File: config.mk
export PLATFORM = sky130hd
export DESIGN_NAME = multicycle_control
export DESIGN_NICKNAME = d
export VERILOG_FILES = /design/src/rtl/isa_pkg.sv /design/src/rtl/control_decode.sv /design/src/rtl/multicycle_control.sv
export SDC_FILE = /design/constraint.sdc
export NUM_CORES = 1
export LEC_CHECK = 0
export ABC_AREA = 1
export CORE_MARGIN = 3
export CORE_UTILIZATION = 36
export CTS_BUF_LIST = sky130_fd_sc_hd__clkbuf_4 sky130_fd_sc_hd__clkbuf_8
export CTS_CLUSTER_DIAMETER = 80
export DETAILED_ROUTE_END_ITERATION = 16
export PLACE_DENSITY = 0.89
export SYNTH_ARGS = -nofsm -noshare
export SYNTH_HDL_FRONTEND = slang
export SYNTH_SLANG_ARGS = --single-unit
File: constraint.sdc
create_clock -name CLK -period 1.3 [get_ports CLK]
set_clock_uncertainty 0.1 [all_clocks]
set_input_delay 0.39 -clock CLK [delete_from_list [all_inputs] [get_ports CLK]]
set_output_delay 0.39 -clock CLK [all_outputs]
set_load 0.05 [all_outputs]
File: src/rtl/isa_pkg.sv
// Shared ISA definitions for the 16-bit multicycle processor: opcodes,
// control FSM states and datapath mux-select codes.
package isa_pkg;

    localparam int unsigned OPCODE_W = 4;
    localparam int unsigned STATE_W  = 4;
    localparam int unsigned SEL_W    = 2;

    localparam logic [OPCODE_W-1:0] OP_RTYPE = 4'h0;
    localparam logic [OPCODE_W-1:0] OP_ADDI  = 4'h1;
    localparam logic [OPCODE_W-1:0] OP_LW    = 4'h2;
    localparam logic [OPCODE_W-1:0] OP_SW    = 4'h3;
    localparam logic [OPCODE_W-1:0] OP_BEQ   = 4'h4;
    localparam logic [OPCODE_W-1:0] OP_BNE   = 4'h5;
    localparam logic [OPCODE_W-1:0] OP_J     = 4'h6;
    localparam logic [OPCODE_W-1:0] OP_JAL   = 4'h7;
    localparam logic [OPCODE_W-1:0] OP_IN    = 4'h8;
    localparam logic [OPCODE_W-1:0] OP_OUT   = 4'h9;
    localparam logic [OPCODE_W-1:0] OP_HALT  = 4'hF;

    typedef enum logic [STATE_W-1:0] {
        ST_RST    = 4'd0,
        ST_FETCH  = 4'd1,
        ST_DECODE = 4'd2,
        ST_EXEC_R = 4'd3,
        ST_EXEC_I = 4'd4,
        ST_WB_ALU = 4'd5,
        ST_MEM_RD = 4'd6,
        ST_WB_MEM = 4'd7,
        ST_MEM_WR = 4'd8,
        ST_BRANCH = 4'd9,
        ST_JUMP   = 4'd10,
        ST_IN_WB  = 4'd11,
        ST_OUT    = 4'd12,
        ST_HALT   = 4'd13
    } state_e;

    localparam logic [SEL_W-1:0] REGDST_RT   = 2'd0;
    localparam logic [SEL_W-1:0] REGDST_RD   = 2'd1;
    localparam logic [SEL_W-1:0] REGDST_LINK = 2'd2;

    localparam logic [SEL_W-1:0] MEMTOREG_ALUOUT = 2'd0;
    localparam logic [SEL_W-1:0] MEMTOREG_MDR    = 2'd1;
    localparam logic [SEL_W-1:0] MEMTOREG_PC     = 2'd2;
    localparam logic [SEL_W-1:0] MEMTOREG_FPGAIN = 2'd3;

    localparam logic [SEL_W-1:0] ALUSRCB_B        = 2'd0;
    localparam logic [SEL_W-1:0] ALUSRCB_TWO      = 2'd1;
    localparam logic [SEL_W-1:0] ALUSRCB_SIMM     = 2'd2;
    localparam logic [SEL_W-1:0] ALUSRCB_SIMM_SH1 = 2'd3;

    localparam logic [SEL_W-1:0] ALUOP_ADD   = 2'd0;
    localparam logic [SEL_W-1:0] ALUOP_SUB   = 2'd1;
    localparam logic [SEL_W-1:0] ALUOP_FUNCT = 2'd2;

    localparam logic [SEL_W-1:0] PCSRC_ALU    = 2'd0;
    localparam logic [SEL_W-1:0] PCSRC_ALUOUT = 2'd1;
    localparam logic [SEL_W-1:0] PCSRC_JUMP   = 2'd2;

    // Instruction sub-variant latched in DECODE so later states never look at the opcode
    localparam logic [1:0] SUB_NONE = 2'd0;
    localparam logic [1:0] SUB_ALT  = 2'd1;
    localparam logic [1:0] SUB_SW   = 2'd2;

    typedef struct packed {
        logic             pc_write;
        logic             pc_write_cond;
        logic             branch_ne;
        logic             i_or_d;
        logic             mem_read;
        logic             mem_write;
        logic             ir_write;
        logic             reg_write;
        logic [SEL_W-1:0] reg_dst;
        logic [SEL_W-1:0] mem_to_reg;
        logic             alu_src_a;
        logic [SEL_W-1:0] alu_src_b;
        logic [SEL_W-1:0] alu_op;
        logic [SEL_W-1:0] pc_source;
        logic             out_write;
        logic             halted;
    } ctrl_t;

    // ALT marks R-type (vs addi), lw (vs addi), bne (vs beq), jal (vs j)
    function automatic logic [1:0] op_sub(input logic [OPCODE_W-1:0] op);
        case (op)
            OP_RTYPE, OP_LW, OP_BNE, OP_JAL: op_sub = SUB_ALT;
            OP_SW:                           op_sub = SUB_SW;
            default:                         op_sub = SUB_NONE;
        endcase
    endfunction

endpackage

File: src/rtl/control_decode.sv
// Moore output table: maps the control state and latched sub-variant to
// the datapath control bundle.
module control_decode
    import isa_pkg::*;
(
    input  state_e     state_i,
    input  logic [1:0] sub_i,
    output ctrl_t      ctrl_o
);

    always_comb begin
        ctrl_o = '0;
        case (state_i)
            ST_FETCH: begin
                ctrl_o.mem_read  = 1'b1;
                ctrl_o.ir_write  = 1'b1;
                ctrl_o.alu_src_b = ALUSRCB_TWO;
                ctrl_o.pc_write  = 1'b1;
            end
            ST_DECODE: ctrl_o.alu_src_b = ALUSRCB_SIMM_SH1;
            ST_EXEC_R: begin
                ctrl_o.alu_src_a = 1'b1;
                ctrl_o.alu_op    = ALUOP_FUNCT;
            end
            ST_EXEC_I: begin
                ctrl_o.alu_src_a = 1'b1;
                ctrl_o.alu_src_b = ALUSRCB_SIMM;
            end
            ST_WB_ALU: begin
                ctrl_o.reg_write  = 1'b1;
                ctrl_o.mem_to_reg = MEMTOREG_ALUOUT;
                ctrl_o.reg_dst    = (sub_i == SUB_ALT) ? REGDST_RD : REGDST_RT;
            end
            ST_MEM_RD: begin
                ctrl_o.mem_read = 1'b1;
                ctrl_o.i_or_d   = 1'b1;
            end
            ST_WB_MEM: begin
                ctrl_o.reg_write  = 1'b1;
                ctrl_o.mem_to_reg = MEMTOREG_MDR;
                ctrl_o.reg_dst    = REGDST_RT;
            end
            ST_MEM_WR: begin
                ctrl_o.mem_write = 1'b1;
                ctrl_o.i_or_d    = 1'b1;
            end
            ST_BRANCH: begin
                ctrl_o.alu_src_a     = 1'b1;
                ctrl_o.alu_op        = ALUOP_SUB;
                ctrl_o.pc_write_cond = 1'b1;
                ctrl_o.pc_source     = PCSRC_ALUOUT;
                ctrl_o.branch_ne     = (sub_i == SUB_ALT);
            end
            ST_JUMP: begin
                ctrl_o.pc_write  = 1'b1;
                ctrl_o.pc_source = PCSRC_JUMP;
                if (sub_i == SUB_ALT) begin
                    ctrl_o.reg_write  = 1'b1;
                    ctrl_o.reg_dst    = REGDST_LINK;
                    ctrl_o.mem_to_reg = MEMTOREG_PC;
                end
            end
            ST_IN_WB: begin
                ctrl_o.reg_write  = 1'b1;
                ctrl_o.reg_dst    = REGDST_RT;
                ctrl_o.mem_to_reg = MEMTOREG_FPGAIN;
            end
            ST_OUT: begin
                ctrl_o.alu_src_a = 1'b1;
                ctrl_o.out_write = 1'b1;
            end
            ST_HALT: ctrl_o.halted = 1'b1;
            default: ctrl_o = '0;
        endcase
    end

endmodule

File: src/rtl/multicycle_control.sv
// Main control FSM of the 16-bit multicycle processor: sequences each
// instruction and drives datapath enables/selects as Moore outputs.
module multicycle_control
    import isa_pkg::*;
#(
    parameter int unsigned OPW             = 4,
    parameter bit          HALT_ON_ILLEGAL = 1'b0
) (
    input  logic            CLK,
    input  logic            reset,
    input  logic [OPW-1:0]  opcode,
    input  logic            Zero,
    output logic            PCWrite,
    output logic            PCWriteCond,
    output logic            BranchNE,
    output logic            IorD,
    output logic            MemRead,
    output logic            MemWrite,
    output logic            IRWrite,
    output logic            RegWrite,
    output logic [1:0]      RegDst,
    output logic [1:0]      MemToReg,
    output logic            ALUSrcA,
    output logic [1:0]      ALUSrcB,
    output logic [1:0]      ALUOp,
    output logic [1:0]      PCSource,
    output logic            OutWrite,
    output logic            halted,
    output logic [3:0]      state_dbg
);

    state_e                state_q, state_d;
    logic [1:0]            sub_q, sub_d;
    logic [OPCODE_W-1:0]   op;
    ctrl_t                 ctrl;
    logic                  zero_unused;

    assign op          = OPCODE_W'(opcode);
    assign zero_unused = Zero;

    always_ff @(posedge CLK) begin
        if (!reset) begin
            state_q <= ST_RST;
            sub_q   <= SUB_NONE;
        end else begin
            state_q <= state_d;
            sub_q   <= sub_d;
        end
    end

    // Next state; every instruction path ends back in FETCH
    always_comb begin
        state_d = ST_FETCH;
        sub_d   = sub_q;
        case (state_q)
            ST_FETCH: state_d = ST_DECODE;
            ST_DECODE: begin
                sub_d = op_sub(op);
                case (op)
                    OP_RTYPE:              state_d = ST_EXEC_R;
                    OP_ADDI, OP_LW, OP_SW: state_d = ST_EXEC_I;
                    OP_BEQ, OP_BNE:        state_d = ST_BRANCH;
                    OP_J, OP_JAL:          state_d = ST_JUMP;
                    OP_IN:                 state_d = ST_IN_WB;
                    OP_OUT:                state_d = ST_OUT;
                    OP_HALT:               state_d = ST_HALT;
                    default:               state_d = HALT_ON_ILLEGAL ? ST_HALT : ST_FETCH;
                endcase
            end
            ST_EXEC_R: state_d = ST_WB_ALU;
            ST_EXEC_I: begin
                case (sub_q)
                    SUB_ALT: state_d = ST_MEM_RD;
                    SUB_SW:  state_d = ST_MEM_WR;
                    default: state_d = ST_WB_ALU;
                endcase
            end
            ST_MEM_RD: state_d = ST_WB_MEM;
            ST_HALT:   state_d = ST_HALT;
            default:   state_d = ST_FETCH;
        endcase
    end

    control_decode u_decode (
        .state_i (state_q),
        .sub_i   (sub_q),
        .ctrl_o  (ctrl)
    );

    assign PCWrite     = ctrl.pc_write;
    assign PCWriteCond = ctrl.pc_write_cond;
    assign BranchNE    = ctrl.branch_ne;
    assign IorD        = ctrl.i_or_d;
    assign MemRead     = ctrl.mem_read;
    assign MemWrite    = ctrl.mem_write;
    assign IRWrite     = ctrl.ir_write;
    assign RegWrite    = ctrl.reg_write;
    assign RegDst      = ctrl.reg_dst;
    assign MemToReg    = ctrl.mem_to_reg;
    assign ALUSrcA     = ctrl.alu_src_a;
    assign ALUSrcB     = ctrl.alu_src_b;
    assign ALUOp       = ctrl.alu_op;
    assign PCSource    = ctrl.pc_source;
    assign OutWrite    = ctrl.out_write;
    assign halted      = ctrl.halted;
    assign state_dbg   = state_q;

endmodule
==> results of run 1 <==
## synth_stat cells
cell type  number  area [um^2]
o21bai_1        2         15.0
nor2_1         22         82.6
o21ai_0         7         35.0
nand2_2         2         12.5
a31oi_1         1         6.26
o22ai_2         1         12.5
nor3_2          1         10.0
nor3_1          3         15.0
nor2_4          1         11.3
nand3_1         6         30.0
dfxtp_1         6          120
a21oi_1         7         35.0
buf_4           1         7.51
ha_1            3         37.5
nor2_2          4         25.0
inv_1          21         78.8
nand2_1        17         63.8
## per-stage QoR
stage	hold WS, ps	setup WS, ps	TNS, ps	instances
2_1_floorplan	367	-580	-6960	105
3_3_place_gp	445	-297	-5570	181
## cells by family after synthesis
logic type / after synthesis / synth area share (%)
and+or+nand+nor: 56 / 41.8
buffers and inverters: 22 / 14.4
AOI/OAI and AO/OA: 18 / 17.4
DFF: 6 / 20.1
adders and majority gates: 3 / 6.28
==> impl_metrics.ini, run 1 <==
[run_status]
outcome = stopped before the end
stop_stage = detailed placement (3_5_place_dp)
error_line = [ERROR DPL-0038] Utilization greater than 100%, impossible to legalize

[logic_synthesis]
syn_area_um2 = 598
yosys_warnings = 0
synth_cell_types = 17
synth_area_per_cell_um2 = 5.70
ys_ff_latch = 6
synthCells = 105
syn_nets = 115
seq_area_frac_synth_pct = 20.1

[floorplanning]
initial_core_util_pct = 38.8
rows = 14
io_pins = 32
die_w_um = 46.8
die_y_um = 46.8

[place]
gp_congestion = 0.907
portBuffers = 30
==> inputs of run 2 (changes only) <==
--- a/config.mk
+++ b/config.mk
@@ -6,12 +6,10 @@
 export NUM_CORES = 1
 export LEC_CHECK = 0
 export ABC_AREA = 1
-export CORE_MARGIN = 3
-export CORE_UTILIZATION = 36
-export CTS_BUF_LIST = sky130_fd_sc_hd__clkbuf_4 sky130_fd_sc_hd__clkbuf_8
-export CTS_CLUSTER_DIAMETER = 80
+export CORE_AREA = 3 3 64 66
 export DETAILED_ROUTE_END_ITERATION = 16
-export PLACE_DENSITY = 0.89
+export DIE_AREA = 0 0 67 69
+export PLACE_DENSITY_LB_ADDON = 0.15
 export SYNTH_ARGS = -nofsm -noshare
 export SYNTH_HDL_FRONTEND = slang
 export SYNTH_SLANG_ARGS = --single-unit
==> constraint.sdc (replaced) <==
create_clock -name CLK -period 1.7 [get_ports CLK]
set_clock_uncertainty 0.1 [all_clocks]
set_input_delay 0.51 -clock CLK [delete_from_list [all_inputs] [get_ports CLK]]
set_output_delay 0.51 -clock CLK [all_outputs]
set_load 0.05 [all_outputs]
==> impl_metrics.ini, run 2 <==
[floorplanning]
io_pins = 32
core_um2 = 3630
die_y_um = 69
rows = 22
initial_core_util_pct = 16.5
design.die.area_um2 = 4620
die_w_um = 67

[logic_synthesis]
ys_ff_latch = 6
synth_ff_type = dfxtp_1
yosys_warnings = 0
synth_area_per_cell_um2 = 5.70
synth_common_cells = nor2_1 (22), inv_1 (21), nand2_1 (17)
synth_cell_types = 17
synth.area.top_cells = dfxtp_1 (20%), nor2_1 (14%), inv_1 (13%), nand2_1 (11%), ha_1 (6.3%)
yosysTopAreaCellShare_pct = 20.1
synth-edff-count = 0
synth.most_common_cell = nor2_1
syn_nets = 115
synthCells = 105
syn_area_um2 = 598
seq_area_frac_synth_pct = 20.1
yosys.area.top_type = dfxtp_1
async_flop_share_pct = 0

[worst_setup_path]
slowest_delay_ps = 360
cp_num_cells = 6
path_cells = inv_4 > nor2_4 > inv_4 > buf_6 > nor3_4 > buf_12
slowest_stage = dfxtp_4
worstPathRequired_ps = 1090
r2r-start = sub_q[1]
critPathLaunch = state_dbg[3]
reg2reg_depth = 10
critical_path_class = reg -> out
crit_end = BranchNE
arrival_ps = 1300
path_max_fanout = 5
r2r_end = sub_q[1]
cpMostUsedCell = inv_4
r2r_setup_slack_ps = 120
path_delay_family = buffers and inverters
cp-end-kind = output port
critPathBufInv = 4
startpoint_type = flip-flop

[power_and_ir_drop]
comb_power_share_pct = 80.3
irDropWorstVdd_v = 0.000626
power_leakage_uw = 0.000809
pwr-share-clk_pct = 8.7
powerDensity_nw_per_um2 = 1440
netSwitchingFraction_pct = 48.1
p_sw_uw = 1270
internal_power_uw = 1370
p_seq_share_pct = 11.0

[clocking]
cts_buffers = 3
clk_path_buf_depth = 2
holdBufCountCts = 0
clock_sinks = 6
cts_tree = built
htreeDepth = 1
clock-root-buffer = clkbuf_8
clk_latency_ps = 230
clkTransAtPathRegs_ps = 40

[place]
gp_congestion = 0.768
dp_hpwl_um = 2000
portBuffers = 30
post_dp_cell_area_um2 = 1580
dp_cells = 214

[layout]
final_area_um2 = 1830
final_common_cell = buf_4
fin_nets = 192
largest_reg_flops = 4
area_growth_pct = 207
drive_above_1_share_pct = 69.1
antenna_cells = 0
fin_cells = 229
mostFrequentLayoutCells = buf_4 (35), buf_12 (25), nor2_1 (12)

[timing]
maxSlewViolCount = 0
setup_slack_ps = -210
worst_pin_slew_ps = 205
finalCritPeriodShare_pct = 112
rsz0062_at_grt = yes
period_needed_ps = 1910
max_clock_freq_mhz = 524
setup_violations = 21
hold_violations = 0
slew_headroom_pct = 86.2

[global_routing]
grt_max_degree = 7
grt_pass1_wl_um = 3950
antenna_found_initial = 0
grt_pass1_vias = 904
grt_usage_pct = 10.9
overflow = 0

[route]
drc = 0
drt_iter0_drc = 14
routed_wl_um = 2410
drtAntennaViolNets = 0
firstDrtPassIters = 4
vias = 934
viasPerCell = 4.08
post_drt_wl_per_cell_um = 10.5

[flow_run]
drv_cap = 0

[run_status]
outcome = finished, violations left
violations = negative setup slack

[hold_path]
min_path_type = reg -> reg
run 2: cell counts after synthesis:
No cell type changed its count.
run 2: worst min-delay path, stage by stage, from the launching register on:
cell	delay, ps
dfxtp_2	340
buf_4	110
o21ai_0	80
a21oi_1	130
run 2: logic make-up (layout without fill, tap and decap cells):
group | after synthesis | in the layout | share of synthesized area [%]
flops | 6 | 6 | 20.1
buf+inv | 22 | 98 | 14.4
fa+ha+maj | 3 | 3 | 6.28
simple gates | 56 | 56 | 41.8
compound gates | 18 | 18 | 17.4
run 2: final cells by class:
type | count | area, um^2
clock buffers | 4 | 45.0
fillers | 348 | 1800
inverters | 21 | 95.1
multi-input cells | 77 | 589
flip-flops and latches | 6 | 138
well taps | 48 | 60.1
repair buffers | 73 | 907
run 2: worst min path at each step:
stage	cells after the start	endpoint	start	slack [ps]
2_1_floorplan	2	sub_q[1]	sub_q[1]	370
3_3_place_gp	3	sub_q[1]	sub_q[1]	450
3_5_place_dp	3	sub_q[1]	sub_q[1]	470
4_1_cts	3	sub_q[0]	sub_q[0]	600
5_1_grt	3	sub_q[0]	sub_q[0]	650
6_report	3	sub_q[0]	sub_q[0]	610
run 2: per-layer routing:
metal  up-vias  routed length, um  global-route usage, %
met2        29               1330                   20.6
li1        484                  -                      -
met1       416                914                   11.6
met4         0                 39                   4.05
met5         -                  0                      0
met3         5                127                   1.47
run 2: what timing repair did:
action | 4_1_cts | 5_1_grt
cloned | 0 | 0
gates resized for setup | 24 | 15
setup endpoints to repair | 21 | 22
pin swaps | 7 | 8
buffers inserted | 12 | 4
run 2: per-stage QoR:
step | power, uW | hold slack [ps] | setup WS, ps | TNS (ps) | utilization (%)
after detailed placement | 2130 | 467 | -64.8 | -228 | 43.4
final | 2640 | 605 | -210 | -2860 | 50.5
after CTS | 2610 | 603 | -251 | -3580 | 49.4
after global routing | 2790 | 647 | -248 | -3950 | 50.5
after floorplan | 1180 | 367 | -295 | -1430 | -
after global placement | 2120 | 449 | -31.1 | -110 | 43.4
run 2: power groups by stage:
stage | clock [uW] | sequential [uW] | combinational [uW]
6_report | 230 | 291 | 2120
5_1_grt | 243 | 299 | 2250
2_1_floorplan | 0 | 355 | 824
3_3_place_gp | 0 | 264 | 1850
4_1_cts | 233 | 272 | 2110
3_5_place_dp | 0 | 265 | 1860
Power figures use the tool's default switching activity.
==> inputs of run 3 (changes only) <==
--- a/config.mk
+++ b/config.mk
@@ -9,6 +9,7 @@
 export CORE_AREA = 3 3 64 66
 export DETAILED_ROUTE_END_ITERATION = 16
 export DIE_AREA = 0 0 67 69
+export GPL_TIMING_DRIVEN = 0
 export PLACE_DENSITY_LB_ADDON = 0.15
 export SYNTH_ARGS = -nofsm -noshare
 export SYNTH_HDL_FRONTEND = slang
==> impl_metrics.ini, run 3 (synthesized netlist as in run 2, its figures left out) <==
[place]
dp_slack_ps = -771
dp_cells = 183
portBuffers = 30
dp_hpwl_um = 1690
gp_congestion = 0.760

[clocking]
clk_latency_ps = 220
htreeDepth = 1
cts_buffers = 3
clkTransAtPathRegs_ps = 40
cts_tree = built
clock_sinks = 6
clk_path_buf_depth = 2
clock-root-buffer = clkbuf_8

[hold_path]
min_path_type = reg -> reg

[global_routing]
grt_pass1_vias = 749
grt_max_degree = 8
grt_pass1_wl_um = 3310
grt_usage_pct = 9.06
antenna_found_initial = 0
overflow = 0

[run_status]
outcome = finished, violations left
violations = negative setup slack

[floorplanning]
design.die.area_um2 = 4620
initial_core_util_pct = 16.5
rows = 22
io_pins = 32
core_um2 = 3630
die_w_um = 67
die_y_um = 69

[worst_setup_path]
arrival_ps = 1340
worstPathRequired_ps = 1090
cp-end-kind = output port
critical_path_class = reg -> out
slowest_stage = dfxtp_4
path_cells = inv_4 > nor2_4 > inv_6 > o22ai_4 > o21bai_4 > buf_8
slowest_delay_ps = 360
critPathBufInv = 3
path_max_fanout = 7
path_delay_family = flip-flops
startpoint_type = flip-flop

[timing]
worst_pin_slew_ps = 282
slew_headroom_pct = 81.3
whs_ps = 398
period_needed_ps = 1950
maxSlewViolCount = 0
rsz0062_at_grt = yes
setup_violations = 20
hold_violations = 0
setup_slack_ps = -249
max_clock_freq_mhz = 513
finalCritPeriodShare_pct = 115

[layout]
area_growth_pct = 131
fin_cells = 197
largest_reg_flops = 4
drive_above_1_share_pct = 59.1
antenna_cells = 0
mostFrequentLayoutCells = nor2_4 (12), nor2_1 (12), inv_1 (12), buf_6 (12), buf_8 (10)
fin_nets = 161

[power_and_ir_drop]
power_leakage_uw = 0.000605
irDropWorstVdd_v = 0.000482
powerDensity_nw_per_um2 = 1520
p_total_uw = 2100

[route]
drt_iter0_drc = 11
drtAntennaViolNets = 0
post_drt_wl_per_cell_um = 11.0
vias = 815
routed_wl_um = 2170
drc = 0
firstDrtPassIters = 2
viasPerCell = 4.14

[flow_run]
drv_cap = 0
-- run 3: final timing paths --
path	startpoint	end	slack [ps]	cells after the start
worst max register to register	state_dbg[3]	state_dbg[0]	350	8
worst min-delay path	sub_q[1]	sub_q[1]	400	2
worst min register to register	sub_q[1]	sub_q[1]	400	2
worst max-delay path	state_dbg[3]	RegWrite	-250	6
-- run 3: cell type report --
class                           instances  area (um^2)
Buffer                                  1         11.3
Clock buffer                            3         41.3
Fill cell                             399         2250
Inverter                               21          103
Multi-Input combinational cell         77          573
Sequential cell                         6          138
Tap cell                               48         60.1
Timing Repair Buffer                   41          455
-- run 3: metrics by stage --
step	TNS (ps)	area (um^2)	utilization, %
CTS	-2640	1290	35.4
detailed placement	-11660	1100	30.2
global route	-3730	1380	38.0
finish	-2660	1380	38.0
global placement	-11570	1100	30.2
floorplan	-1430	737	-
-- run 3: metal layers --
| metal | GRT usage (%) | wire (um) | vias to the layer above |
|---|---|---|---|
| met5 | 0 | 0 | - |
| met4 | 3.38 | 10 | 0 |
| met3 | 1.30 | 144 | 2 |
| met2 | 15.6 | 1110 | 25 |
| met1 | 11.0 | 910 | 364 |
| li1 | - | - | 424 |
-- run 3: tightest hold or removal path, stage by stage, from the launching register on --
cell and delay (ps):
dfxtp_2 330, inv_2 70, a21oi_1 60
-- run 3: what timing repair did --
item                                    4_1_cts  5_1_grt
endpoints found under the setup margin       25       22
gates resized for setup                     182       15
setup buffers                                 6        5
hold buffers                                  0        0
pin swaps                                     6        4
endpoints found under the hold margin         0        0
-- run 3: power breakdown --
part,switching (uW),internal (uW)
Clock,62.0,152
Combinational,1000,584
Sequential,100,203
Total,1160,939
